`src/rtl/config_chain_pkg.sv`:
```
// Shared types and sizing helpers for the configuration chain loader.
// Optional feature macro used by the loader: CONFIG_CHAIN_LOADER_CHECKSUM_EN.
package config_chain_pkg;

    typedef enum logic [2:0] {
        IDLE   = 3'd0,
        LOAD   = 3'd1,
        SHIFT  = 3'd2,
        CHECK  = 3'd3,
        COMMIT = 3'd4,
        DONE   = 3'd5
    } state_t;

    // Number of words needed to cover the chain (ceiling division)
    function automatic int unsigned calc_nwords(input int unsigned chain_len,
                                                input int unsigned word_w);
        return (chain_len + word_w - 1) / word_w;
    endfunction

    // Bits taken from the LSBs of the final word
    function automatic int unsigned calc_last_bits(input int unsigned chain_len,
                                                   input int unsigned word_w);
        return chain_len - (calc_nwords(chain_len, word_w) - 1) * word_w;
    endfunction

    localparam int unsigned DEFAULT_CHAIN_LEN = 40;
    localparam int unsigned DEFAULT_WORD_W    = 8;
    localparam int unsigned DEFAULT_LAST_BITS = calc_last_bits(DEFAULT_CHAIN_LEN, DEFAULT_WORD_W);

endpackage

```
`src/rtl/config_word_serializer.sv`:
```
// Serialises one captured word LSB-first, presenting a registered bit and
// valid flag, and flags the last bit of the requested bit count.
module config_word_serializer #(
    parameter int unsigned WORD_W = 8,
    parameter int unsigned CNT_W  = $clog2(WORD_W + 1)
) (
    input  logic              clk,
    input  logic              rst,
    input  logic              load,
    input  logic [WORD_W-1:0] data,
    input  logic [CNT_W-1:0]  nbits,
    output logic              bit_out,
    output logic              bit_valid,
    output logic              last_c
);

    logic [WORD_W-1:0] sreg;
    logic [CNT_W-1:0]  rem;

    // Capture register plus remaining-bit counter; bit_out is forced low when idle
    always_ff @(posedge clk) begin
        if (rst) begin
            sreg      <= '0;
            rem       <= '0;
            bit_out   <= 1'b0;
            bit_valid <= 1'b0;
        end else if (load) begin
            bit_out   <= data[0];
            bit_valid <= 1'b1;
            sreg      <= data >> 1;
            rem       <= nbits - CNT_W'(1);
        end else if (bit_valid) begin
            if (rem != '0) begin
                bit_out <= sreg[0];
                sreg    <= sreg >> 1;
                rem     <= rem - CNT_W'(1);
            end else begin
                bit_out   <= 1'b0;
                bit_valid <= 1'b0;
            end
        end
    end

    assign last_c = bit_valid && (rem == '0);

endmodule

```
`src/rtl/config_chain_loader.sv`:
```
// Loads configuration words into the serial mux-selector chain and issues a
// single commit pulse once the whole chain has been filled.
// Optional feature: define CONFIG_CHAIN_LOADER_CHECKSUM_EN to require a trailing
// XOR checksum word; a mismatch suppresses the commit and raises error.
module config_chain_loader
    import config_chain_pkg::*;
#(
    parameter int unsigned CHAIN_LEN = DEFAULT_CHAIN_LEN,
    parameter int unsigned WORD_W    = DEFAULT_WORD_W
) (
    input  logic              clk,
    input  logic              rst,
    input  logic              start,
    input  logic [WORD_W-1:0] s_data,
    input  logic              s_valid,
    output logic              s_ready,
    output logic              cfg_shift_data,
    output logic              cfg_shift_en,
    output logic              cfg_commit,
    output logic              busy,
    output logic              done,
    output logic              error
);

    localparam int unsigned LAST_BITS = calc_last_bits(CHAIN_LEN, WORD_W);
    localparam int unsigned CNT_W     = $clog2(WORD_W + 1);
    localparam int unsigned BIT_CNT_W = $clog2(CHAIN_LEN + 1);

    state_t               state;
    logic [BIT_CNT_W-1:0] bit_cnt;
    logic                 last_word;
    logic                 accept_c;
    logic                 final_word_c;
    logic                 ser_last_c;
    logic [CNT_W-1:0]     word_bits_c;

`ifdef CONFIG_CHAIN_LOADER_CHECKSUM_EN
    logic [WORD_W-1:0]    csum;
    logic                 err_q;
    assign error = err_q;
`else
    assign error = 1'b0;
`endif

    // All preceding words are full, so the final word starts at CHAIN_LEN-LAST_BITS
    assign accept_c     = (state == LOAD) && s_valid && s_ready;
    assign final_word_c = (bit_cnt == BIT_CNT_W'(CHAIN_LEN - LAST_BITS));
    assign word_bits_c  = final_word_c ? CNT_W'(LAST_BITS) : CNT_W'(WORD_W);

    config_word_serializer #(
        .WORD_W (WORD_W),
        .CNT_W  (CNT_W)
    ) u_ser (
        .clk       (clk),
        .rst       (rst),
        .load      (accept_c),
        .data      (s_data),
        .nbits     (word_bits_c),
        .bit_out   (cfg_shift_data),
        .bit_valid (cfg_shift_en),
        .last_c    (ser_last_c)
    );

    // Load sequencer with registered handshake and status outputs
    always_ff @(posedge clk) begin
        if (rst) begin
            state      <= IDLE;
            s_ready    <= 1'b0;
            cfg_commit <= 1'b0;
            busy       <= 1'b0;
            done       <= 1'b0;
            bit_cnt    <= '0;
            last_word  <= 1'b0;
`ifdef CONFIG_CHAIN_LOADER_CHECKSUM_EN
            csum       <= '0;
            err_q      <= 1'b0;
`endif
        end else begin
            cfg_commit <= 1'b0;
            if (cfg_shift_en && (bit_cnt != BIT_CNT_W'(CHAIN_LEN))) begin
                bit_cnt <= bit_cnt + BIT_CNT_W'(1);
            end
            case (state)
                IDLE, DONE: begin
                    if (start) begin
                        state     <= LOAD;
                        s_ready   <= 1'b1;
                        busy      <= 1'b1;
                        done      <= 1'b0;
                        bit_cnt   <= '0;
                        last_word <= 1'b0;
`ifdef CONFIG_CHAIN_LOADER_CHECKSUM_EN
                        csum      <= '0;
                        err_q     <= 1'b0;
`endif
                    end
                end
                LOAD: begin
                    if (accept_c) begin
                        state     <= SHIFT;
                        s_ready   <= 1'b0;
                        last_word <= final_word_c;
`ifdef CONFIG_CHAIN_LOADER_CHECKSUM_EN
                        csum      <= csum ^ s_data;
`endif
                    end
                end
                SHIFT: begin
                    if (ser_last_c) begin
                        if (!last_word) begin
                            state   <= LOAD;
                            s_ready <= 1'b1;
                        end else begin
`ifdef CONFIG_CHAIN_LOADER_CHECKSUM_EN
                            state   <= CHECK;
                            s_ready <= 1'b1;
`else
                            state      <= COMMIT;
                            cfg_commit <= 1'b1;
`endif
                        end
                    end
                end
`ifdef CONFIG_CHAIN_LOADER_CHECKSUM_EN
                CHECK: begin
                    if (s_valid && s_ready) begin
                        s_ready <= 1'b0;
                        if (s_data == csum) begin
                            state      <= COMMIT;
                            cfg_commit <= 1'b1;
                        end else begin
                            state <= DONE;
                            busy  <= 1'b0;
                            done  <= 1'b1;
                            err_q <= 1'b1;
                        end
                    end
                end
`endif
                COMMIT: begin
                    state <= DONE;
                    busy  <= 1'b0;
                    done  <= 1'b1;
                end
                default: begin
                    state   <= IDLE;
                    s_ready <= 1'b0;
                    busy    <= 1'b0;
                end
            endcase
        end
    end

endmodule

```
`config.mk`:
```
export PLATFORM = sky130hd
export DESIGN_NAME = config_chain_loader
export DESIGN_NICKNAME = d
export VERILOG_FILES = /design/src/rtl/config_chain_pkg.sv /design/src/rtl/config_word_serializer.sv /design/src/rtl/config_chain_loader.sv
export SDC_FILE = /design/constraint.sdc
export NUM_CORES = 1
export LEC_CHECK = 0
export BUFFER_PORTS_ARGS = -buffer_cell sky130_fd_sc_hd__buf_2
export CORE_ASPECT_RATIO = 0.8
export CORE_MARGIN = 3
export CORE_UTILIZATION = 40
export DETAILED_ROUTE_END_ITERATION = 8
export PLACE_DENSITY = 0.7
export RECOVER_POWER = 50
export SYNTH_ARGS = -nofsm -noshare
export SYNTH_HDL_FRONTEND = slang
export SYNTH_SLANG_ARGS = --single-unit
```
`constraint.sdc`:
```
create_clock -name clk -period 2.1 [get_ports clk]
set_input_delay 0 -clock clk [delete_from_list [all_inputs] [get_ports clk]]
set_output_delay 0 -clock clk [all_outputs]
set_load 0.02 [all_outputs]
```
# Word level (Yosys, flattened, before mapping)
# Cells that the tools add are included.
# W data, S select, Z words.
# word_totals
ff_bits,27
elab_cells,81
# classes
mux,31
bitwise,4
eq_ne,10
n_addsub,2
n_reduce_logical,22
# ops
op,count
$mux W3,7
$mux W7,3
$mux W6,3
$mux W1,13
$pmux W3 S4,1
$ne A2 B2 Y1 const B,4
$reduce_and A2 Y1,4
$reduce_bool A2 Y1,4
$add A6 B1 Y6 const B,1
$eq A3 B3 Y1 const B,2
$eq A6 B6 Y1 const B,1
$ne A6 B6 Y1 const B,1
$pmux W1 S2,3
$reduce_and A3 Y1,2
$reduce_or A2 Y1,3
$reduce_and A5 Y1,1
$logic_and A1 B1 Y1,4
$logic_not A4 Y1,1
$not A1 Y1,4
$pmux W1 S4,1
$reduce_bool A4 Y1,1
$sub A4 B1 Y4 const B,1
$eq A3 B1 Y1 const B,1
$eq A3 B2 Y1 const B,1
2 further kinds,2

# Logic depth before layout (Yosys ltp)
# Gate-level depths: netlist (run 1).
# logic_depth
depth_word,5
depth_mapped,8
mapped_depth_nobuf,6

# Modules after synthesis
# A second synthesis (run 1) with hierarchy kept.
# unflattened
hier_cells,173
area_unflattened_um2,1473.9
# modules_own_cells
module,cells_each,area_per_inst_um2,instances
config_chain_loader,90,762.0,1
config_word_serializer,83,711.9,1

# Least setup slack after synthesis (run 1)
# OpenSTA, ideal clock, no wires.
# synth_path
path_kind,register to register
from,register u_ser.rem[0]
to,register u_ser.sreg[0]
required_ps,2009
synth_period_minus_slack_ps,1593
slack_ps,507
arrival_time_ps,1502
setup_ps,91
stages_incl_launch_ff,9
path_cell_list,dfxtp_1 > inv_1 > ha_1 > or3b_1 > buf_6 > nand2_4 > buf_6 > nand2_1 > a311oi_1
# synth_via
elab_chain_len,3
# synth_lines
item,line,source
from (decl),config_word_serializer.sv:18,logic [CNT_W-1:0] rem;
from (signal assigned),config_word_serializer.sv:31,rem <= nbits - CNT_W'(1);
from (signal assigned),config_word_serializer.sv:36,rem <= rem - CNT_W'(1);
$reduce_bool A4 Y1,config_word_serializer.sv:33,if (rem != '0) begin
$reduce_bool A2 Y1 (no source line),n/a,
$reduce_and A2 Y1 (no source line),n/a,
to (signal assigned),config_word_serializer.sv:30,sreg <= data >> 1;
to (signal assigned),config_word_serializer.sv:35,sreg <= sreg >> 1;
to (decl),config_word_serializer.sv:17,logic [WORD_W-1:0] sreg;
# No other way between the ends.
# A chain may end at the register's enable or synchronous reset.

# Worst setup path after layout (run 1)
# Same ends and word-level chain as after synthesis.

==> flow_summary_export.csv, run 1 <==
group,metric,value,unit
run_status,outcome,"completed",
yosys,yosys_warnings,0,
critical_path,endpoint_kind,"flop",
die,die_h,57.5,um
die,chipWidth,70.4,um
pwr,power.density,969,nW/um^2
pwr,p_leak,0.000532,uW
clocking,cts_num_sinks,27,
global_routing,grt_pass1_wl,4.69,mm
layout,postLayoutCoreUtil,47.1,%
layout,seqCellArea,541,um^2
clocking,cts_tree,"done",
clocking,ctsHtreeMaxLevel,1,
yosys,synth_top_area_cell,"dfxtp_1",
timing,slew_viol_final,0,
global_routing,antenna_found_initial,0,
clocking,root_buffer,"clkbuf_8",
timing,tightest_slew,0.516,ns
drt,avgRoutedWirePerCell,12.6,um
timing,rsz0062_at_grt,"false",
drt,drc,0,
die,dieArea,4050,um^2
critical_path,crit_type,"reg -> reg",
place,portBuffers,17,
clocking,numCtsBuffers,3,
yosys,synth_cell_type_count,44,
global_routing,grt_max_degree,21,
pwr,p_sw_share,36.1,%
worst_hold_path,hp-class,"in -> reg",
layout,drive_above_1_share,11.4,%
die,row_count,18,
yosys,seq_area_frac_synth,40.8,%
place,gp_congestion,0.827,
drt,vias,1157,
clocking,clk_pin_slew_worst_paths,0.09,ns
pwr,peakVddDrop,0.418,mV
critical_path,critPathMaxFanout,11,
global_routing,grt-ovfl-total,0,
timing,period_minus_slack,1.78,ns
clocking,cts_buffer_depth,2,
critical_path,critPathLaunchType,"flop",
layout,n_fill_cell,308,
die,core-area,3130,um^2
timing,fin_skew,0.00707,ns
drt,wl,2.70,mm
yosys,netlist.area_leader.share,40.8,%
critical_path,required,2.29,ns
die,start_util,42.4,%
die,pin_count,19,
pwr,power_switching,515,uW
flow_run,drv_cap,0,
layout,fin_nets,191,
timing,hold_ws,0.00906,ns
yosys,netlist_instances,160,
yosys,ys_ff_latch,27,
yosys,syn_nets,175,
timing,fmax,561,MHz
timing,hold_violations,0,
pwr,p_comb_share,32.2,%
layout,multi_input_area,684,um^2
place,place.detailed.hpwl,2.01,mm
timing,relSlewSlack,65.6,%
timing,setup_viol,0,
global_routing,track_usage,14.2,%
drt,avgViaCountPerCell,5.38,
drt,drt_first_pass_iters,4,
yosys,synthTopCellsByArea,"dfxtp_1 (41%), nand2_1 (5.1%), a311oi_1 (4.6%), nor2_1 (4.2%), nand3_1 (4.2%)",
timing,min_period_over_period,84.8,%
global_routing,first_global_vias,1095,
pwr,internal_power,914,uW
pwr,clkPwrFrac,20.5,%
yosys,synth_area,1330,um^2
drt,drtIter0Drc,50,
timing,tns,0,ns
layout,area_growth_syn_to_layout,11.2,%
pwr,seq_power_share,47.3,%
drt,ant_nets,0,
yosys,synth.avg_cell_area,8.29,um^2
layout,antenna_cells,0,
critical_path,arrival,1.97,ns
clocking,cts-resized-gates,0,
clocking,clock_latency,0.27,ns
[flip-flops by register name, summed over array words and instances, names as in the netlist, 3 cells and up]
register,count
u_ser.sreg,7
bit_cnt,6
u_ser.rem,4
state,3
[worst paths after layout]
| path | from | end | slack (ns) | cells past startpoint |
|---|---|---|---|---|
| worst min-delay path | s_data[5] | u_ser.sreg[4] | 0.009 | 3 |
| worst min register to register | u_ser.sreg[4] | u_ser.sreg[4] | 0.49 | 2 |
| worst max-delay path | u_ser.rem[0] | u_ser.sreg[0] | 0.32 | 6 |
| worst max register to register | u_ser.rem[0] | u_ser.sreg[0] | 0.32 | 6 |
[timing repair]
item                                   in CTS  in global routing
endpoints found under the hold margin       2                  0
buffers inserted                            0                  0
hold buffers                                2                  0
[metal layers]
layer	vias up	share of wire [%]	GRT usage, %
met2	14	51	24.1
li1	592	-	-
met3	5	3.8	3.70
met5	-	0	0
met4	0	0.85	3.83
met1	546	44	17.8
[cell type report]
type,count,share of cell area [%]
multi-input combinational,112,46.4
sequential,27,36.6
timing repair buffer,22,7.89
tap,40,3.39
clock buffer,3,2.80
inverter,10,2.54
clock inverter,1,0.339
[power by group through the flow]
| stage | combinational, uW | sequential, uW | clock [uW] |
|---|---|---|---|
| 4_1_cts | 472 | 674 | 303 |
| 5_1_grt | 524 | 690 | 322 |
| 6_report | 460 | 676 | 293 |
| 2_1_floorplan | 383 | 670 | 0 |
| 3_3_place_gp | 454 | 680 | 0 |
| 3_5_place_dp | 468 | 684 | 0 |
[kinds of logic (layout without fill, tap and decap cells)]
logic type | after synthesis | count (layout) | synth area share (%)
flip-flops | 27 | 27 | 40.8
adder cells (fa/ha/maj) | 3 | 3 | 2.83
buffers and inverters | 21 | 36 | 7.64
AO/OA/AOI/OAI | 33 | 33 | 17.3
other | 1 | 1 | 0.283
multiplexers | 1 | 1 | 0.755
XOR/XNOR | 8 | 8 | 5.28
AND/OR/NAND/NOR | 66 | 66 | 25.2
[cells in the mapped netlist, drive strengths merged]
master and count:
a32oi 1, nand3 11, o32ai 1, xor2 2
clkbuf 5, inv 10, o31a 1, a21oi 9
nor2 15, nand4 3, a41oi 2, o211ai 1
a211oi 2, conb 1, nand3b 1, dfxtp 27
ha 3, mux2i 1, o22ai 1, a31oi 2
nor4bb 1, nand4b 1, o21ai 4, nor3 4
nand2 19, nand4bb 1, and3 1, xnor2 6
or2 1, a311oi 7, and3b 1, or3b 1
nor4 1, nor2b 3, o21ba 1, nand2b 1
and2 1, a21boi 1, buf 6
[worst max-delay path: stages (launching register included)]
cell	delay, ns
dfxtp_1	0.32
inv_1	0.08
ha_1	0.21
or3b_1	0.53
nand2_4	0.20
nand2_1	0.09
a311oi_1	0.27
[cell usage in the layout (no fill, tap or decap), types with 2 or more instances in the layout]
master         netlist  final
dfxtp_1             27     27
nand2_1             18     18
nor2_1              15     15
nand3_1             11     11
buf_2                3     11
inv_1                9      9
a21oi_1              9      9
a311oi_1             7      7
clkbuf_1             5      7
xnor2_1              6      6
nor3_1               4      4
nor2b_1              3      3
nand4_1              3      3
ha_1                 3      3
clkbuf_8             0      3
a211oi_1             2      2
o21ai_1              2      2
a41oi_1              2      2
a31oi_1              2      2
xor2_1               2      2
o21ai_0              2      2
dlygate4sd3_1        0      2
buf_4                1      2
[metrics by stage]
step	total power [uW]	setup WS [ns]	instances	instance area, um^2
final	1430	0.319	215	1480
after global routing	1540	0.141	215	1480
after CTS	1450	0.313	215	1490
after detailed placement	1150	0.339	209	1420
after global placement	1130	0.460	209	1420
after floorplan	1050	0.507	160	1330
Note: power is estimated with default switching activity, not from simulation.
==> run 2: changes to the inputs <==
Clock period 2.1 ns to 1.7 ns, I/O delays scaled along.
==> run 2 against run 1 <==
Design area up 0.93%. Via count up 0.26%. Clock skew up 0.0015 ns. Sequential share of layout area down 0.34 points. Critical path depth unchanged. Global-route usage up 0.71 points. Worst hold slack better by 0.0069 ns. Critical endpoint is now u_ser.sreg[3]. Largest cell class unchanged.
==> flow_summary_export.csv, run 2 (synthesized netlist as in run 1, its figures left out) <==
group,metric,value,unit
critical_path,r2r-start,"u_ser.rem[0]",
timing,period_minus_slack,1.66,ns
worst_hold_path,whs_endpoint,"u_ser.sreg[4]",
drt,drt_first_pass_iters,4,
pwr,peakVddDrop,0.471,mV
clocking,post-cts-setup-buffers,0,
layout,drive_above_1_share,13.7,%
layout,final_cell_mix,"dfxtp_1 (27), nand2_1 (18), nor2_1 (15), nand3_1 (11), buf_2 (11)",
layout,final_common_cell,"dfxtp_1",
die,chipWidth,70.4,um
layout,top_register,"u_ser.sreg",
clocking,clock_latency,0.27,ns
place,gp_congestion,0.770,
timing,tns,0,ns
layout,antenna_cells,0,
drt,vias,1160,
worst_hold_path,hp-class,"in -> reg",
critical_path,critPathMaxFanout,11,
clocking,cts_buffer_depth,2,
worst_hold_path,hold_depth,3,
critical_path,endpoint_kind,"flop",
pwr,power.density,1210,nW/um^2
layout,seqCellArea,541,um^2
timing,slew_viol_final,0,
drt,avgViaCountPerCell,5.40,
critical_path,arrival,1.84,ns
layout,area_growth_syn_to_layout,12.3,%
layout,n_fill_cell,299,
drt,drc,0,
layout,fin_area,1490,um^2
pwr,p_leak,0.000514,uW
critical_path,r2r_slack,0.04,ns
timing,timing.final.ws_setup,0.0414,ns
critical_path,crit_type,"reg -> reg",
pwr,power.total,1790,uW
run_status,outcome,"completed",
die,dieArea,4050,um^2
drt,wl,2.81,mm
layout,reg.largest.list,"u_ser.sreg: 7 flops, bit_cnt: 6 flops, u_ser.rem: 4 flops",
clocking,clk_pin_slew_worst_paths,0.09,ns
layout,fin_nets,191,
global_routing,antenna_found_initial,0,
clocking,ctsHtreeMaxLevel,1,
place,place_area,1440,um^2
clocking,numCtsBuffers,3,
die,die_h,57.5,um
layout,postLayoutCoreUtil,47.6,%
global_routing,grt_pass1_wl,4.86,mm
drt,avgRoutedWirePerCell,13.1,um
critical_path,timing.rr.end,"u_ser.sreg[3]",
timing,fin_skew,0.00860,ns
place,place.detailed.hpwl,2.03,mm
layout,largest_register_ffs,7,
timing,min_period_over_period,97.6,%
clocking,cts_tree,"done",
global_routing,grt_max_degree,21,
place,portBuffers,17,
flow_run,drv_cap,0,
critical_path,critPathLaunchType,"flop",
die,core-area,3130,um^2
timing,hold_violations,0,
drt,drtIter0Drc,124,
die,row_count,18,
critical_path,required,1.88,ns
clocking,cts_num_sinks,27,
worst_hold_path,hold_start,"s_data[5]",
critical_path,startpoint,"u_ser.rem[0]",
timing,setup_viol,0,
die,pin_count,19,
global_routing,grt-ovfl-total,0,
global_routing,track_usage,14.9,%
drt,ant_nets,0,
critical_path,reg2regPathDepth,6,
global_routing,first_global_vias,1168,
clocking,root_buffer,"clkbuf_8",
layout,multi_input_area,704,um^2
die,start_util,42.4,%
timing,fmax,603,MHz
place,place_ws,-0.0347,ns
==> run 2: final cells by class <==
cell class	instances	share of cell area [%]
Timing Repair Buffer	22	7.48
Clock buffer	4	3.03
Multi-Input combinational cell	112	47.3
Inverter	10	2.52
Sequential cell	27	36.3
Tap cell	40	3.36
==> run 2: worst max-delay path by stage <==
| stage | endpoint | slack, ns | depth (start not counted) |
|---|---|---|---|
| after global routing | u_ser.sreg[3] | -0.06 | 6 |
| after floorplan | u_ser.sreg[0] | 0.11 | 8 |
| after detailed placement | u_ser.sreg[3] | -0.03 | 6 |
| final | u_ser.sreg[3] | 0.04 | 6 |
| after global placement | u_ser.sreg[5] | 0.13 | 6 |
| after CTS | u_ser.sreg[3] | 0.02 | 6 |
==> run 2: metal layers <==
layer	GRT usage, %	up-vias	routed length [um]
met1	18.0	544	1290
met2	24.8	19	1380
met3	3.87	6	96
met5	0	-	0
li1	-	591	-
met4	7.10	0	46
==> run 2: stage by stage <==
stage          hold WS, ns  instances
6_report            0.0159        215
5_1_grt             0.0189        215
4_1_cts            0.00793        215
3_5_place_dp         0.301        211
3_3_place_gp         0.289        211
2_1_floorplan        0.148        160
==> run 2: what timing repair did <==
action	CTS	global route
hold buffers	0	0
cloned	0	0
setup endpoints to repair	2	6
gates resized for setup	1	3
pin swaps	0	1
==> run 2: critical path, cell delays in order (launching register included) <==
cell and delay [ns]:
dfxtp_1 0.32, inv_1 0.09, ha_2 0.22, or3b_4 0.44, nand2_8 0.12, nand2_1 0.10, a311oi_2 0.28
==> run 2: power by group <==
group          switching, uW  total, uW  internal [uW]
combinational            368        623            255
sequential              91.9        816            724
clock                    188        355            168
